## config.mk

```make
export PLATFORM = sky130hd
export DESIGN_NAME = stream_mux_rr
export DESIGN_NICKNAME = d
export VERILOG_FILES = /design/src/rtl/stream_mux_rr.sv
export SDC_FILE = /design/constraint.sdc
export NUM_CORES = 1
export LEC_CHECK = 0
export ABC_AREA = 1
export CAP_MARGIN = 20
export CELL_PAD_IN_SITES_DETAIL_PLACEMENT = 0
export CELL_PAD_IN_SITES_GLOBAL_PLACEMENT = 1
export CORE_MARGIN = 2
export CORE_UTILIZATION = 45
export CTS_BUF_LIST = sky130_fd_sc_hd__clkbuf_8
export DETAILED_ROUTE_END_ITERATION = 10
export DONT_BUFFER_PORTS = 1
export HOLD_SLACK_MARGIN = 0.05
export PLACE_DENSITY = 0.93
export SLEW_MARGIN = 20
export SYNTH_ARGS = -nofsm -noshare
export SYNTH_HDL_FRONTEND = slang
export SYNTH_SLANG_ARGS = --single-unit
```

## constraint.sdc

```tcl
create_clock -name clk -period 6 [get_ports clk]
set_clock_uncertainty 0.2 [all_clocks]
set_input_delay 1.5 -clock clk [delete_from_list [all_inputs] [get_ports clk]]
set_output_delay 1.5 -clock clk [all_outputs]
set_load 0.1 [all_outputs]
```

## src/rtl/stream_mux_rr.sv

```systemverilog
// CH-channel stream multiplexer: manual select or round-robin arbitration, one output register.
// Define STREAM_MUX_CNT_EN to add the saturating 16-bit output transfer counter xfer_count.
module stream_mux_rr #(
  parameter int unsigned N  = 4,
  parameter int unsigned CH = 4,
  parameter int unsigned SW = $clog2(CH)
) (
  input  logic            clk,
  input  logic            rst_n,
  input  logic [CH*N-1:0] in_data,
  input  logic [CH-1:0]   in_valid,
  output logic [CH-1:0]   in_ready,
  input  logic            mode,
  input  logic [SW-1:0]   sel,
  output logic [N-1:0]    out_data,
  output logic            out_valid,
  output logic [SW-1:0]   out_ch,
  input  logic            out_ready
`ifdef STREAM_MUX_CNT_EN
  ,
  output logic [15:0]     xfer_count
`endif
);

  localparam logic [SW-1:0] LastCh = SW'(CH - 1);

  logic [N-1:0]  ch_data [CH];
  logic [N-1:0]  out_data_q, out_data_d;
  logic          out_valid_q, out_valid_d;
  logic [SW-1:0] out_ch_q, out_ch_d;
  logic [SW-1:0] ptr_q, ptr_d;
  logic [SW-1:0] grant_idx;
  logic          grant_vld;
  logic [31:0]   cand;
  logic          accept;
  logic          xfer;

  for (genvar g = 0; g < CH; g++) begin : g_unpack
    assign ch_data[g] = in_data[g*N +: N];
  end

  // Grant only a valid candidate, so a grant always implies an input transfer when accepted.
  always_comb begin
    grant_vld = 1'b0;
    grant_idx = '0;
    cand      = '0;
    if (mode) begin
      for (int unsigned i = 0; i < CH; i++) begin
        cand = 32'(ptr_q) + i;
        // ptr_q < CH, so a single subtraction wraps the search
        if (cand >= CH) cand = cand - CH;
        if (!grant_vld && in_valid[cand[SW-1:0]]) begin
          grant_vld = 1'b1;
          grant_idx = cand[SW-1:0];
        end
      end
    end else if (32'(sel) < CH) begin
      if (in_valid[sel]) begin
        grant_vld = 1'b1;
        grant_idx = sel;
      end
    end
  end

  assign accept = !out_valid_q || out_ready;
  assign xfer   = grant_vld && accept;

  always_comb begin
    in_ready = '0;
    if (xfer) in_ready[grant_idx] = 1'b1;
  end

  always_comb begin
    out_data_d  = out_data_q;
    out_ch_d    = out_ch_q;
    out_valid_d = out_valid_q;
    ptr_d       = ptr_q;
    if (xfer) begin
      out_data_d  = ch_data[grant_idx];
      out_ch_d    = grant_idx;
      out_valid_d = 1'b1;
      if (mode) ptr_d = (grant_idx == LastCh) ? '0 : grant_idx + 1'b1;
    end else if (out_valid_q && out_ready) begin
      out_valid_d = 1'b0;
    end
  end

  always_ff @(posedge clk or negedge rst_n) begin
    if (!rst_n) begin
      out_data_q  <= '0;
      out_ch_q    <= '0;
      out_valid_q <= 1'b0;
      ptr_q       <= '0;
    end else begin
      out_data_q  <= out_data_d;
      out_ch_q    <= out_ch_d;
      out_valid_q <= out_valid_d;
      ptr_q       <= ptr_d;
    end
  end

  assign out_data  = out_data_q;
  assign out_ch    = out_ch_q;
  assign out_valid = out_valid_q;

`ifdef STREAM_MUX_CNT_EN
  logic [15:0] xfer_count_q, xfer_count_d;

  always_comb begin
    xfer_count_d = xfer_count_q;
    if (out_valid_q && out_ready && (xfer_count_q != 16'hFFFF)) begin
      xfer_count_d = xfer_count_q + 16'd1;
    end
  end

  always_ff @(posedge clk or negedge rst_n) begin
    if (!rst_n) xfer_count_q <= '0;
    else        xfer_count_q <= xfer_count_d;
  end

  assign xfer_count = xfer_count_q;
`endif

endmodule

```

Word level (Yosys, flattened, before mapping)
Cells that the tools add are included.

Word-level logic and storage cells: 81. Output and inout port bits: 11. Input bits: 26. Register bits: 9.

Add/subtract/negate cells: 8. Eq/ne operators: 1. Muxes and demuxes: 42. Bitwise operators: 1. Reduce and logical (&&, ||, !) cells: 13. $lt $le $gt $ge: 12.

Operators by type and width (count): 2-bit 2-to-1 mux (15); 2-bit by 3-bit < comparator with 1-bit output (second input constant) (6); 1-bit 2-to-1 mux (17); 3-bit >= comparator (second input constant) (4); 4-bit 2-to-1 mux (3); 1-bit binary-select mux with 2-bit select (5); 4-bit binary-select mux with 2-bit select (1); 2-bit by 1-bit subtractor with 2-bit output (second input constant) (4); 2-bit by 2-bit adder with 3-bit output (second input constant) (2); 1-bit logical AND (6); 1-bit logical NOT (4); 2-bit by 1-bit adder with 3-bit output (second input constant) (1); 2-bit by 3-bit >= comparator with 1-bit output (second input constant) (1); 2-bit NOT with 3-bit output (1); 2-bit by 1-bit adder with 2-bit output (second input constant) (1); 1-bit demux with 2-bit select (1); 2-bit equality test (second input constant) (1); 2-bit by 1-bit >= comparator with 1-bit output (second input constant) (1); 2-bit AND reduction (1); 2-bit nonzero test (1); 1-bit logical OR (1).

Longest topological paths before layout
Gate-level depths: netlist of run 1.

Depth in word-level cells: 24. Depth in mapped cells: 16. Gate-level depth less buffers: 15.

Least setup slack after synthesis of run 1
OpenSTA, ideal clock, no wires.

Kind: input-to-output. Start point: input in_valid[1]. End point: output in_ready[2]. Slack: -100 ps. Arrival: 4400 ps. Required time: 4300 ps. Stages on the path: 10. Buffers on the path: 1. Cells stage by stage: inv_1 -> nand2_2 -> nand3_1 -> nand2_1 -> a21oi_1 -> nand2_1 -> nand3_4 -> nand2_4 -> buf_12 -> nor3_1.

Longest elaborated chain between the ends: 21. Elaborated cells between the ends (all ways): 38. Those cells by class: order compare: 2; mux: 28; reduce/logical: 8.

RTL lines: from (decl) (RTL line 11) `input logic [CH-1:0] in_valid,`; 1-bit binary-select mux with 2-bit select (RTL line 52) `if (!grant_vld && in_valid[cand[SW-1:0]]) begin`; 1-bit 2-to-1 mux (implied by the code) (RTL line 52); 1-bit 2-to-1 mux (RTL line 52); 1-bit 2-to-1 mux (RTL line 47) `if (mode) begin`; 1-bit logical NOT (RTL line 52); 1-bit logical AND (RTL line 52); 1-bit 2-to-1 mux (RTL line 52); 1-bit 2-to-1 mux (RTL line 47); [5 not listed]; 1-bit logical AND (RTL line 52); 2-bit 2-to-1 mux (RTL line 52); 2-bit 2-to-1 mux (RTL line 47); 2-bit by 3-bit < comparator with 1-bit output (implied by the code) or 2-bit by 1-bit >= comparator with 1-bit output (tied branches) (RTL line 70) `if (xfer) in_ready[grant_idx] = 1'b1;`; 1-bit logical AND (implied by the code) (RTL line 70); 1-bit 2-to-1 mux (implied by the code) (RTL line 70); 1-bit demux with 2-bit select (RTL line 70); 4-bit 2-to-1 mux * (RTL line 70); to (decl) (RTL line 12) `output logic [CH-1:0] in_ready,`.

Mark *: on every way between the ends. The rest lies on a longest branch, timed or not. The select of a mux whose other input is x is not followed.

Final worst setup path of run 1
Start point: input in_valid[3]. End point: output in_ready[3].

Same word-level chain as after synthesis.

==> impl_metrics.env, run 1 <==
export IMPL_timing_hold_worst_endpoint="ptr_q[1]$_DFFE_PN0P_"
export IMPL_drv_slew=0
export IMPL_timing_worst_setup_path_type="in -> out"
export IMPL_ctsHtreeMaxLevel=1
export IMPL_synth_area_per_cell_sq_um=6.01
export IMPL_run_status="completed"
export IMPL_multi_input_comb_area_sq_um=637
export IMPL_crit_reg2reg_launch="ptr_q[0]$_DFFE_PN0P_"
export IMPL_floorplan_die_area_sq_um=2640
export IMPL_final_min_period_over_clock_period_pct=79.9
export IMPL_cp_top_family="simple AND/OR/NAND/NOR gates"
export IMPL_detail_route_wirelength_mm=2.09
export IMPL_timing_critical_path_slowest_cell_delay_ps=300
export IMPL_tritoncts="done"
export IMPL_ff_latch_area_sq_um=225
export IMPL_antenna_cells=0
export IMPL_mappedNetlistArea_sq_um=1010
export IMPL_floorplan_core_area_sq_um=2170
export IMPL_finalSetupViolations=0
export IMPL_timing_max_slew_rel_slack_pct=39.5
export IMPL_routabilityCongestion=0.852
export IMPL_post_cts_buffers=0
export IMPL_worstPathArrival_ps=3090
export IMPL_netlist_instances=168
export IMPL_final_fill_count=242
export IMPL_worst_endpoint_required_time_ps=4300
export IMPL_worstMarginPinSlew_ps=907
export IMPL_detailedRoute_firstIterationViolations=19
export IMPL_insertion_delay_ps=230
export IMPL_synth_nets=195
export IMPL_worstPathMaxFanout=12
export IMPL_grt_pass1_vias=943
export IMPL_max_cap_viol_count=0
export IMPL_postCtsResizedCells=0
export IMPL_fmax_ghz=0.209
export IMPL_finalHoldWorstSlack_ps=547
export IMPL_drt_drc_violations_left=0
export IMPL_crit_top_cell="sky130_fd_sc_hd__nand2_2"
export IMPL_grt_max_degree=13
export IMPL_dieWidth_um=51.4
export IMPL_design_final_nets=201
export IMPL_ctsHoldBuffers=0
export IMPL_report_final_hold_viol_count=0
export IMPL_worst_hold_path_type="reg -> reg"
export IMPL_rows=17
export IMPL_cp_slowest_cell="sky130_fd_sc_hd__buf_4"
export IMPL_start_kind="primary input"
export IMPL_worst_r2r_cell_count=13
export IMPL_reg2reg_to="out_ch[1]$_DFFE_PN0P_"
export IMPL_number_of_vias_in_the_routed_layout=997
export IMPL_final_critical_path_setup_slack_ps=1210
export IMPL_drt_wirelength_per_cell_um=10.4
export IMPL_firstDrtPassIters=4
export IMPL_setup_worst_path_end_class="output pin"
export IMPL_syn2layout_area_growth_pct=8.92
export IMPL_finalCriticalPeriod_ps=4790
export IMPL_yosys_warning_count=0
export IMPL_route_antenna_remaining_nets=0
export IMPL_initial_core_util_pct=46.5
export IMPL_setup_tns_ps=0
export IMPL_cts_path_max_buffers=2
export IMPL_startpoint_of_the_worst_hold_path="ptr_q[1]$_DFFE_PN0P_"
export IMPL_number_of_cells_on_the_worst_hold_path=2
export IMPL_final_core_utilization_pct=50.7
export IMPL_groute_usage_overall_pct=18.3
export IMPL_cp_buffers_inverters=3
export IMPL_hpwl_mm=1.77
export IMPL_yosysUniqueCellTypes=23
export IMPL_setup_reg_to_reg_worst_slack_ps=3500
export IMPL_crit_chain="inv_1 > nand2_2 > nand3_2 > nand2_2 > nor2_4 > nand3_2 > nand2_2 > nand3_4 > nand2_4 > ha_1 > inv_1 > nor2_2 > buf_4"
export IMPL_number_of_vias_per_cell_after_detailed_routing=4.96
export IMPL_numCtsBuffers=3
export IMPL_root_buffer="sky130_fd_sc_hd__clkbuf_8"
export IMPL_clk_pin_slew_worst_paths_ps=40
export IMPL_layout_cells_sized_above_1_pct=23.1
export IMPL_design_portCount=37
export IMPL_clock_sink_count=9
export IMPL_antenna_found_initial=0
export IMPL_rsz0062_at_grt="false"
export IMPL_global_route_wire_length_before_repair_mm=3.74
export IMPL_grt_overflow_total=0
export IMPL_synth_seq_area_share_pct=22.3
export IMPL_portBuffers=0
export IMPL_synth_ff_latch_count=9
export IMPL_fp_dieH_um=51.4
export IMPL_pre_cts_slack_ps=1200
-- tightest hold or removal path, cell delays in order, from the launching register on --
cell and delay [ps]:
sky130_fd_sc_hd__dfrtp_1 440, sky130_fd_sc_hd__inv_2 150, sky130_fd_sc_hd__o21ai_0 100
-- cells by family after synthesis --
| kind of cell | count (synthesis) | synth area share, % |
|---|---|---|
| AOI/OAI and AO/OA | 12 | 7.06 |
| and+or+nand+nor | 109 | 52.9 |
| buffers and inverters | 37 | 16.5 |
| adders and majority gates | 1 | 1.24 |
| DFF | 9 | 22.3 |
-- metal layers --
layer  up-vias  GRT usage [%]  share of wire, %
met3         7           3.22               6.7
met2        37           28.2                46
met5         -              0                 0
li1        518              -                 -
met4         0           8.33               2.3
met1       435           24.8                45
-- state kept, by name, indices dropped and copies added, names as in the netlist --
register / cells
out_ch: 2
out_data: 4
out_valid: 1
ptr_q: 2
-- cell usage after synthesis --
library cell	instances	area [sq um]
sky130_fd_sc_hd__a21oi_1	2	10.0
sky130_fd_sc_hd__and2_1	1	6.26
sky130_fd_sc_hd__buf_12	1	20.0
sky130_fd_sc_hd__buf_4	1	7.51
sky130_fd_sc_hd__buf_6	1	11.3
sky130_fd_sc_hd__dfrtp_1	9	225
sky130_fd_sc_hd__ha_1	1	12.5
sky130_fd_sc_hd__inv_1	29	109
sky130_fd_sc_hd__inv_2	5	18.8
sky130_fd_sc_hd__nand2_1	54	203
sky130_fd_sc_hd__nand2_2	15	93.8
sky130_fd_sc_hd__nand2_4	1	11.3
sky130_fd_sc_hd__nand3_1	20	100
sky130_fd_sc_hd__nand3_2	4	40.0
sky130_fd_sc_hd__nand3_4	1	17.5
sky130_fd_sc_hd__nand4_1	1	6.26
sky130_fd_sc_hd__nor2_1	9	33.8
sky130_fd_sc_hd__nor2_2	1	6.26
sky130_fd_sc_hd__nor2_4	1	11.3
sky130_fd_sc_hd__nor3_1	1	5.00
sky130_fd_sc_hd__o21ai_0	4	20.0
sky130_fd_sc_hd__o21ai_1	5	25.0
sky130_fd_sc_hd__o21ai_4	1	16.3
-- layout make-up --
cell class                      instances  share of cell area [%]
Tap cell                               28                    3.19
Multi-Input combinational cell        122                    57.9
Clock inverter                          1                   0.341
Clock buffer                            3                    3.75
Sequential cell                         9                    20.5
Timing Repair Buffer                    4                    2.73
Inverter                               34                    11.6
-- cell usage in the layout (no fill, tap or decap) --
master                     netlist  layout
sky130_fd_sc_hd__and2_1          1       1
sky130_fd_sc_hd__clkbuf_8        0       3
sky130_fd_sc_hd__o21ai_1         5       5
sky130_fd_sc_hd__nand3_4         1       1
sky130_fd_sc_hd__nand2_2        15      15
sky130_fd_sc_hd__nand2_1        54      54
sky130_fd_sc_hd__nor2_1          9       6
sky130_fd_sc_hd__inv_2           5       5
sky130_fd_sc_hd__buf_4           1       4
sky130_fd_sc_hd__nand2_4         1       1
sky130_fd_sc_hd__ha_1            1       1
sky130_fd_sc_hd__inv_1          29      30
sky130_fd_sc_hd__o21ai_4         1       1
sky130_fd_sc_hd__nor2_4          1       1
sky130_fd_sc_hd__nor3_4          0       1
sky130_fd_sc_hd__nand3_1        20      20
sky130_fd_sc_hd__dfrtp_1         9       9
sky130_fd_sc_hd__nand4_1         1       1
sky130_fd_sc_hd__nor2_2          1       4
sky130_fd_sc_hd__a21oi_1         2       2
sky130_fd_sc_hd__o21ai_0         4       4
sky130_fd_sc_hd__nand3_2         4       4
-- metrics by stage --
| step | instance area, sq um | instances |
|---|---|---|
| 5_1_grt | 1100 | 201 |
| 3_5_place_dp | 1050 | 197 |
| 6_report | 1100 | 201 |
| 3_3_place_gp | 1050 | 197 |
| 4_1_cts | 1100 | 201 |
| 2_1_floorplan | 1010 | 168 |
-- how the worst max path moves through the flow --
| stage | from | to | slack, ps | cells past startpoint |
|---|---|---|---|---|
| 2_1_floorplan | in_valid[3] | in_ready[3] | 480 | 13 |
| 3_3_place_gp | in_valid[3] | in_ready[3] | 1220 | 13 |
| 3_5_place_dp | in_valid[3] | in_ready[3] | 1200 | 13 |
| 4_1_cts | in_valid[3] | in_ready[3] | 1200 | 13 |
| 5_1_grt | in_valid[1] | in_ready[1] | 990 | 11 |
| 6_report | in_valid[3] | in_ready[3] | 1210 | 13 |
Power of run 1 is left out: the tool's default activity adds up to more than one toggle a clock period on the data nets, which glitch-free logic cannot reach.
==> run 2, diff against run 1 <==
CORE_UTILIZATION = 43   (was 45)
PLACE_DENSITY = 0.9   (was 0.93)
clock period = 4.44 ns   (was 6 ns; I/O delays follow)
==> run 2 against run 1 <==
  * Via count decreased by 2.4%
  * Design area increased by 1.4%
  * Critical path depth unchanged
  * Final cell count increased by 1.0%
  * Die area increased by 4.3%
  * Non-clock buffer count increased by 2
  * First-iteration DRC count decreased by 42%
  * Sequential share of layout area decreased by 0.28 points
  * Flip-flop and latch count unchanged
  * Register-to-register slack got worse by 1500 ps
==> impl_metrics.env, run 2 (synthesis gave the netlist of run 1 again) <==
export IMPL_run_status="completed"
export IMPL_postCtsResizedCells=0
export IMPL_root_buffer="sky130_fd_sc_hd__clkbuf_8"
export IMPL_largest_register_ffs=4
export IMPL_worstMarginPinSlew_ps=918
export IMPL_post_cts_buffers=0
export IMPL_clk_pin_slew_worst_paths_ps=40
export IMPL_rows=17
export IMPL_post_route_cell_area_sq_um=1110
export IMPL_mostFrequentLayoutCell="sky130_fd_sc_hd__nand2_1"
export IMPL_design_final_nets=203
export IMPL_firstDrtPassIters=4
export IMPL_grt_overflow_total=0
export IMPL_fmax_ghz=0.248
export IMPL_number_of_vias_per_cell_after_detailed_routing=4.79
export IMPL_detail_route_wirelength_mm=2.13
export IMPL_routabilityCongestion=0.899
export IMPL_initial_core_util_pct=45.6
export IMPL_syn2layout_area_growth_pct=10.4
export IMPL_detailedRoute_firstIterationViolations=11
export IMPL_cts_path_max_buffers=2
export IMPL_numCtsBuffers=3
export IMPL_number_of_vias_in_the_routed_layout=973
export IMPL_final_min_period_over_clock_period_pct=90.8
export IMPL_timing_max_slew_rel_slack_pct=38.8
export IMPL_fp_dieH_um=52.5
export IMPL_setup_tns_ps=0
export IMPL_worst_endpoint_required_time_ps=3130
export IMPL_dieWidth_um=52.5
export IMPL_ctsHoldBuffers=0
export IMPL_global_route_wire_length_before_repair_mm=3.54
export IMPL_portBuffers=0
export IMPL_report_final_hold_viol_count=0
export IMPL_antenna_cells=0
export IMPL_layout_cells_sized_above_1_pct=24.0
export IMPL_worst_hold_path_type="in -> async"
export IMPL_grt_pass1_vias=899
export IMPL_timing_worst_setup_path_type="in -> out"
export IMPL_max_cap_viol_count=0
export IMPL_start_kind="primary input"
export IMPL_rsz0062_at_grt="false"
export IMPL_antenna_found_initial=0
export IMPL_groute_usage_overall_pct=16.8
export IMPL_postPlaceCellArea_sq_um=1070
export IMPL_design_portCount=37
export IMPL_cp_slowest_cell="sky130_fd_sc_hd__buf_4"
export IMPL_floorplan_die_area_sq_um=2750
export IMPL_crit_top_cell="sky130_fd_sc_hd__nand2_2"
export IMPL_drt_wirelength_per_cell_um=10.5
export IMPL_route_antenna_remaining_nets=0
export IMPL_finalHoldWorstSlack_ps=372
export IMPL_floorplan_core_area_sq_um=2210
export IMPL_grt_max_degree=13
export IMPL_drt_drc_violations_left=0
export IMPL_finalCriticalPeriod_ps=4030
export IMPL_ctsHtreeMaxLevel=1
export IMPL_final_cell_mix="sky130_fd_sc_hd__nand2_1, sky130_fd_sc_hd__inv_1, sky130_fd_sc_hd__nand3_1"
export IMPL_clock_sink_count=9
export IMPL_crit_chain="inv_1 > nand2_2 > nand3_2 > nand2_2 > nor2_1 > nor2_2 > nand2_2 > nand3_4 > nand2_4 > ha_1 > inv_1 > nor2_2 > buf_4"
export IMPL_tritoncts="done"
export IMPL_hpwl_mm=1.77
export IMPL_finalSetupViolations=0
export IMPL_timing_critical_path_slowest_cell_delay_ps=290
export IMPL_final_core_utilization_pct=50.4
export IMPL_worstPathMaxFanout=12
export IMPL_drv_slew=0
export IMPL_setup_worst_path_end_class="output pin"
export IMPL_worstPathArrival_ps=2720
export IMPL_insertion_delay_ps=230
## run 2: final cells by class
| cell class | count | area, sq um |
|---|---|---|
| well taps | 28 | 35.0 |
| inverters | 34 | 128 |
| clock buffers | 3 | 41.3 |
| multi-input cells | 122 | 637 |
| repair buffers | 6 | 45.0 |
| clock inverters | 1 | 3.75 |
| flip-flops and latches | 9 | 225 |
| fillers | 242 | 1100 |
## run 2: stage by stage
stage	setup WS, ps	instances
after floorplan	-193	168
final	408	203
after global routing	182	203
after global placement	463	199
after CTS	407	203
after detailed placement	409	199
## run 2: path summary, 6_finish.rpt
kind                                       start                 endpoint  slack (ps)  cells past startpoint
max reg2reg                 ptr_q[0]$_DFFE_PN0P_     ptr_q[1]$_DFFE_PN0P_        1970                     12
min                                        rst_n  out_data[0]$_DFFE_PN0P_         370                      0
min in group clk           out_valid$_DFFE_PN0P_    out_valid$_DFFE_PN0P_         440                      4
max in group asynchronous                  rst_n     ptr_q[1]$_DFFE_PN0P_        3600                      0
min reg2reg                out_valid$_DFFE_PN0P_    out_valid$_DFFE_PN0P_         440                      4
max                                  in_valid[3]              in_ready[3]         410                     13
## run 2: layer usage
layer  track usage [%]  share of wire [%]
met4              5.13               0.80
met1              22.7                 48
met5                 0                  0
met2              27.3                 46
met3              2.29                5.0
## run 2: worst max-delay path, delay by kind of cell
| family | cells | cell delay [ps] |
|---|---|---|
| simple gates | 9 | 1000 |
| buf+inv | 3 | 440 |
| fa+ha+maj | 1 | 180 |
Power of run 2 is left out for the same reason.
